$ cat src/rtl/gpio_serial_loader.sv
// Serial-chain master for the GPIO pad control chain: shifts the pad configuration out MSB first,
// captures the returning chain data, then strobes serial_load to apply the new configuration.
module gpio_serial_loader #(
  parameter int NUM_PADS      = 9,
  parameter int PAD_CTRL_BITS = 12,
  parameter int CLK_DIV       = 2
) (
  input  logic                              mclk,
  input  logic                              resetn,
  input  logic                              cfg_start,
  input  logic [NUM_PADS*PAD_CTRL_BITS-1:0] cfg_data,
  output logic                              cfg_busy,
  output logic                              cfg_done,
  output logic [NUM_PADS*PAD_CTRL_BITS-1:0] rd_data,
  output logic                              serial_clock,
  output logic                              serial_load,
  output logic                              serial_data,
  input  logic                              serial_data_ret
);

  localparam int TOT = NUM_PADS * PAD_CTRL_BITS;
  localparam int HW  = $clog2(CLK_DIV + 1);
  localparam int BW  = $clog2(TOT + 1);
  localparam logic [HW-1:0] H_LAST = HW'(CLK_DIV - 1);
  localparam logic [BW-1:0] B_LAST = BW'(TOT - 1);

  typedef enum logic [1:0] {
    IDLE  = 2'd0,
    SHIFT = 2'd1,
    LOAD  = 2'd2,
    GAP   = 2'd3
  } state_t;

  state_t          state_q, state_d;
  logic [HW-1:0]   hcnt_q, hcnt_d;
  logic            hi_q, hi_d;
  logic [BW-1:0]   bcnt_q, bcnt_d;
  logic [TOT-1:0]  shadow_q, shadow_d;
  logic [TOT-1:0]  rd_q, rd_d;
  logic            sclk_q, sclk_d;
  logic            sload_q, sload_d;
  logic            sdata_q, sdata_d;
  logic            busy_q, busy_d;
  logic            done_q, done_d;
  logic            half_end;

  // Next-state and next-output decode; outputs are registered from the next state.
  always_comb begin
    state_d  = state_q;
    hcnt_d   = hcnt_q;
    hi_d     = hi_q;
    bcnt_d   = bcnt_q;
    shadow_d = shadow_q;
    rd_d     = rd_q;
    half_end = (hcnt_q == H_LAST);

    case (state_q)
      IDLE: begin
        if (cfg_start) begin
          shadow_d = cfg_data;
          state_d  = SHIFT;
          hcnt_d   = '0;
          hi_d     = 1'b0;
          bcnt_d   = '0;
        end else begin
          state_d = IDLE;
        end
      end
      SHIFT: begin
        if (!half_end) begin
          hcnt_d = hcnt_q + HW'(1);
        end else if (!hi_q) begin
          // Last low cycle of a bit: the chain output still holds the pre-shift bit.
          hcnt_d = '0;
          hi_d   = 1'b1;
          rd_d   = {rd_q[TOT-2:0], serial_data_ret};
        end else begin
          hcnt_d   = '0;
          hi_d     = 1'b0;
          bcnt_d   = bcnt_q + BW'(1);
          shadow_d = {shadow_q[TOT-2:0], 1'b0};
          if (bcnt_q == B_LAST) begin
            state_d = LOAD;
          end else begin
            state_d = SHIFT;
          end
        end
      end
      LOAD: begin
        if (!half_end) begin
          hcnt_d = hcnt_q + HW'(1);
        end else begin
          hcnt_d  = '0;
          state_d = GAP;
        end
      end
      GAP: begin
        if (!half_end) begin
          hcnt_d = hcnt_q + HW'(1);
        end else begin
          hcnt_d  = '0;
          state_d = IDLE;
        end
      end
      default: begin
        state_d = IDLE;
      end
    endcase

    sclk_d  = (state_d == SHIFT) && hi_d;
    sdata_d = (state_d == SHIFT) ? shadow_d[TOT-1] : 1'b0;
    sload_d = (state_d == LOAD);
    busy_d  = (state_d != IDLE);
    done_d  = (state_q == GAP) && (state_d == IDLE);
  end

  // State, counters and registered outputs with synchronous active-low reset.
  always_ff @(posedge mclk) begin
    if (!resetn) begin
      state_q  <= IDLE;
      hcnt_q   <= '0;
      hi_q     <= 1'b0;
      bcnt_q   <= '0;
      shadow_q <= '0;
      rd_q     <= '0;
      sclk_q   <= 1'b0;
      sload_q  <= 1'b0;
      sdata_q  <= 1'b0;
      busy_q   <= 1'b0;
      done_q   <= 1'b0;
    end else begin
      state_q  <= state_d;
      hcnt_q   <= hcnt_d;
      hi_q     <= hi_d;
      bcnt_q   <= bcnt_d;
      shadow_q <= shadow_d;
      rd_q     <= rd_d;
      sclk_q   <= sclk_d;
      sload_q  <= sload_d;
      sdata_q  <= sdata_d;
      busy_q   <= busy_d;
      done_q   <= done_d;
    end
  end

  assign cfg_busy     = busy_q;
  assign cfg_done     = done_q;
  assign rd_data      = rd_q;
  assign serial_clock = sclk_q;
  assign serial_load  = sload_q;
  assign serial_data  = sdata_q;

endmodule
$ cat config.mk
export PLATFORM = sky130hd
export DESIGN_NAME = gpio_serial_loader
export DESIGN_NICKNAME = d
export VERILOG_FILES = /design/src/rtl/gpio_serial_loader.sv
export SDC_FILE = /design/constraint.sdc
export NUM_CORES = 1
export LEC_CHECK = 0
export BUFFER_PORTS_ARGS = -buffer_cell sky130_fd_sc_hd__buf_2
export CAP_MARGIN = 25
export CORE_MARGIN = 3
export CORE_UTILIZATION = 50
export DETAILED_ROUTE_END_ITERATION = 8
export PLACE_DENSITY_LB_ADDON = 0.25
export SLEW_MARGIN = 20
export SYNTH_ARGS = -nofsm -noshare
export SYNTH_HDL_FRONTEND = slang
export SYNTH_SLANG_ARGS = --single-unit
$ cat constraint.sdc
create_clock -name mclk -period 1.9 [get_ports mclk]
set_input_delay 0.38 -clock mclk [delete_from_list [all_inputs] [get_ports mclk]]
set_output_delay 0.38 -clock mclk [all_outputs]
set_load 0.005 [all_outputs]
==> metrics <==
status finished, final reports clean; CTS root buffer clkbuf_16; Worst-path clk slew around 60 ps; Tcrit/Tclk final 0.882; commonest non-fill, non-tap cell in the layout nand2_1; combinational power share 0.069; Avg Cell Area, Syn 8.55 sq um; Routed WL about 22 mm; Antenna Nets Post-Route 0; PortBufs between 200 and 250; # DRC 0; max-cap check violation count 0; Flop pwr share 0.493; switching share of power 0.221; vias in the first global route 7160; CTS resizes 0; layout cells sized above 1 0.277; crit-path max FO 14; hold_ws around 110 ps; Clock Sink Count 233; die width ~140 microns; arrival time worst endpoint 2100 ps; Yosys reg bits between 200 and 250; setup TNS 0 ps; Power Dens Cells approximately 940 mW/mm^2; TritonCTS buffer count 25; highest clock rate 597 MHz; worst slew pin tran roughly 480 ps; Final Instance Area roughly 0.011 sq mm; Post-CTS Repair Setup Buffers 0; DP Area 0.0103 sq mm; fin nets about 1300; largest net degree at the start of global routing just under 60; clock period minus worst slack around 1700 ps; complex-gate fraction of the synthesized area 0.245; Seq/Total Area, Yosys 0.526; Iteration-0 DRC Markers 448; NetSw between 2000 and 2500 uW; Synth Net Count roughly 1200; fill count approximately 1500; crit end category flip-flop; P_int 8060 uW; Slowest-stage cell, CP dfxtp_1; Post-synth EDFFs 0; mux contribution to synthesized area 0.00254; Post-synth ARST share 0; Total GRT Usage 0.210; core footprint between 0.015 and 0.02 sq mm; Netlist cell types 40; Detailed Routing Iterations Pass 1 5; Chip Height around 140 microns; CP required between 2000 and 2500 ps; Tot Pwr 10300 uW; Setup Skew 5.01 ps; RD Place Congestion ~0.82; Final HPWL DP approximately 14 mm; min-delay worst type in2reg; Via density 5.31; initial antenna violation count 0; FP Rows between 40 and 50; Vias ~7800; die footprint between 0.015 and 0.02 sq mm; synthesized area ~0.009 sq mm; Clock Power Share 0.437; largest family of logic cells by synthesized area compound AO/OA/AOI/OAI gates; Worst-Skew Late Latency 500 ps; RSZ-0062 raised after global routing false; Synth warnings 0; VDD IR-drop max 0.000794 V; Antenna diodes 0; Synth Area in XOR/XNOR 0.00592; IO Count ~230; Leakage Power approximately 0.0043 uW; Critical Path Max Stage Delay roughly 500 ps; hold-fix buffers at CTS 0; worst setup path class reg2reg; commonest cells after routing, fill and taps aside nand2_1, dfxtp_1, buf_2, a21oi_1, a22oi_1; crit start category flip-flop; synthesized instance count between 1000 and 1500; final hold violations 0; H-tree Lvls 1; simple-gate portion of the synthesized area 0.165; Final Max Slew Viols 0; TritonCTS clock tree built; remaining global-route overflow 0; area delta synth->final 24.4%; first-pass GRT wire length between 30 and 40 mm; Top FF cell, synth dfxtp_1; CP Cell Sequence and4bb_4, and2_4, buf_4, a22oi_1, a21oi_1; WL/cell roughly 15 microns; clock tree buffer depth 3; Final setup viols 0; max-slew headroom at the worst pin 0.678; Post-Synth Adder-Cell Area 0.00141; Initial Util 0.511
==> kinds of logic (layout without fill, tap and decap cells) <==
family / count (synthesis) / in the layout
buffers and inverters: 89 / 301
xor gates and xnor gates: 6 / 6
AOI/OAI and AO/OA: 339 / 339
adders and majority gates: 1 / 1
and+or+nand+nor: 367 / 367
muxes: 2 / 2
DFF: 233 / 233
==> power groups by stage <==
stage	registers (uW)	clock network (uW)	logic, uW
4_1_cts	5100	4640	720
6_report	5110	4530	717
3_3_place_gp	5210	0	710
2_1_floorplan	5190	0	445
5_1_grt	5120	4840	796
3_5_place_dp	5210	0	719
==> path summary, 6_finish.rpt <==
kind	from	endpoint	slack [ps]	depth (start not counted)
worst max-delay path	state_q[0]$_SDFF_PN0_	shadow_q[61]$_SDFFE_PN0P_	220	5
worst min-delay path	serial_data_ret	rd_data[0]$_SDFFE_PN0P_	110	3
worst max register to register	state_q[0]$_SDFF_PN0_	shadow_q[61]$_SDFFE_PN0P_	220	5
worst min register to register	shadow_q[10]$_SDFFE_PN0P_	shadow_q[10]$_SDFFE_PN0P_	450	2
==> per-stage QoR <==
step | util | worst slack [ps] | std cells
6_report | 0.636 | 225 | 1474
5_1_grt | 0.636 | 91.0 | 1474
4_1_cts | 0.636 | 236 | 1474
3_5_place_dp | 0.592 | 238 | 1434
3_3_place_gp | 0.592 | 281 | 1434
2_1_floorplan | - | 368 | 1037
==> Yosys cell counts (all sizes together), types with 3 or more instances <==
| cell type | n | share of area |
|---|---|---|
| a22oi | 106 | 0.10 |
| buf | 42 | 0.034 |
| xnor2 | 4 | 0.0039 |
| dfxtp | 233 | 0.53 |
| clkbuf | 45 | 0.019 |
| nor2 | 10 | 0.0042 |
| o21ai | 3 | 0.0017 |
| nand4b | 3 | 0.0030 |
| a21oi | 222 | 0.13 |
| and3 | 3 | 0.0021 |
| nand2b | 3 | 0.0021 |
| nand2 | 330 | 0.14 |
| nand3 | 3 | 0.0017 |
==> routing by layer <==
layer | part of all wire | wire [microns] | track usage
met5 | 0 | 0 | 0
met2 | 0.45 | 9830 | 0.325
met4 | 0.023 | 500 | 0.0633
met3 | 0.073 | 1580 | 0.0510
met1 | 0.45 | 9700 | 0.295
==> worst max-delay path, delay by kind of cell (launching register included) <==
| family | cells | cell delay, ps |
|---|---|---|
| AO/OA/AOI/OAI | 2 | 240 |
| flip-flops | 1 | 500 |
| buffers and inverters | 1 | 250 |
| AND/OR/NAND/NOR | 2 | 610 |
==> registers in the layout, indices dropped and copies added, names as in the netlist <==
| signal | count |
|---|---|
| hi_q | 1 |
| rd_data | 108 |
| serial_load | 1 |
| serial_clock | 1 |
| cfg_done | 1 |
| serial_data | 1 |
| shadow_q | 108 |
| state_q | 2 |
| cfg_busy | 1 |
| bcnt_q | 7 |
| hcnt_q | 2 |
==> layout make-up <==
| class | instances | area [sq um] | share of cell area |
|---|---|---|---|
| flip-flops and latches | 233 | 4660 | 0.423 |
| multi-input cells | 715 | 3750 | 0.339 |
| repair buffers | 259 | 1570 | 0.142 |
| clock buffers | 35 | 713 | 0.0646 |
| well taps | 225 | 282 | 0.0255 |
| clock inverters | 5 | 50.0 | 0.00453 |
| inverters | 2 | 12.5 | 0.00113 |
No activity file was read; power rests on OpenSTA's default activity.
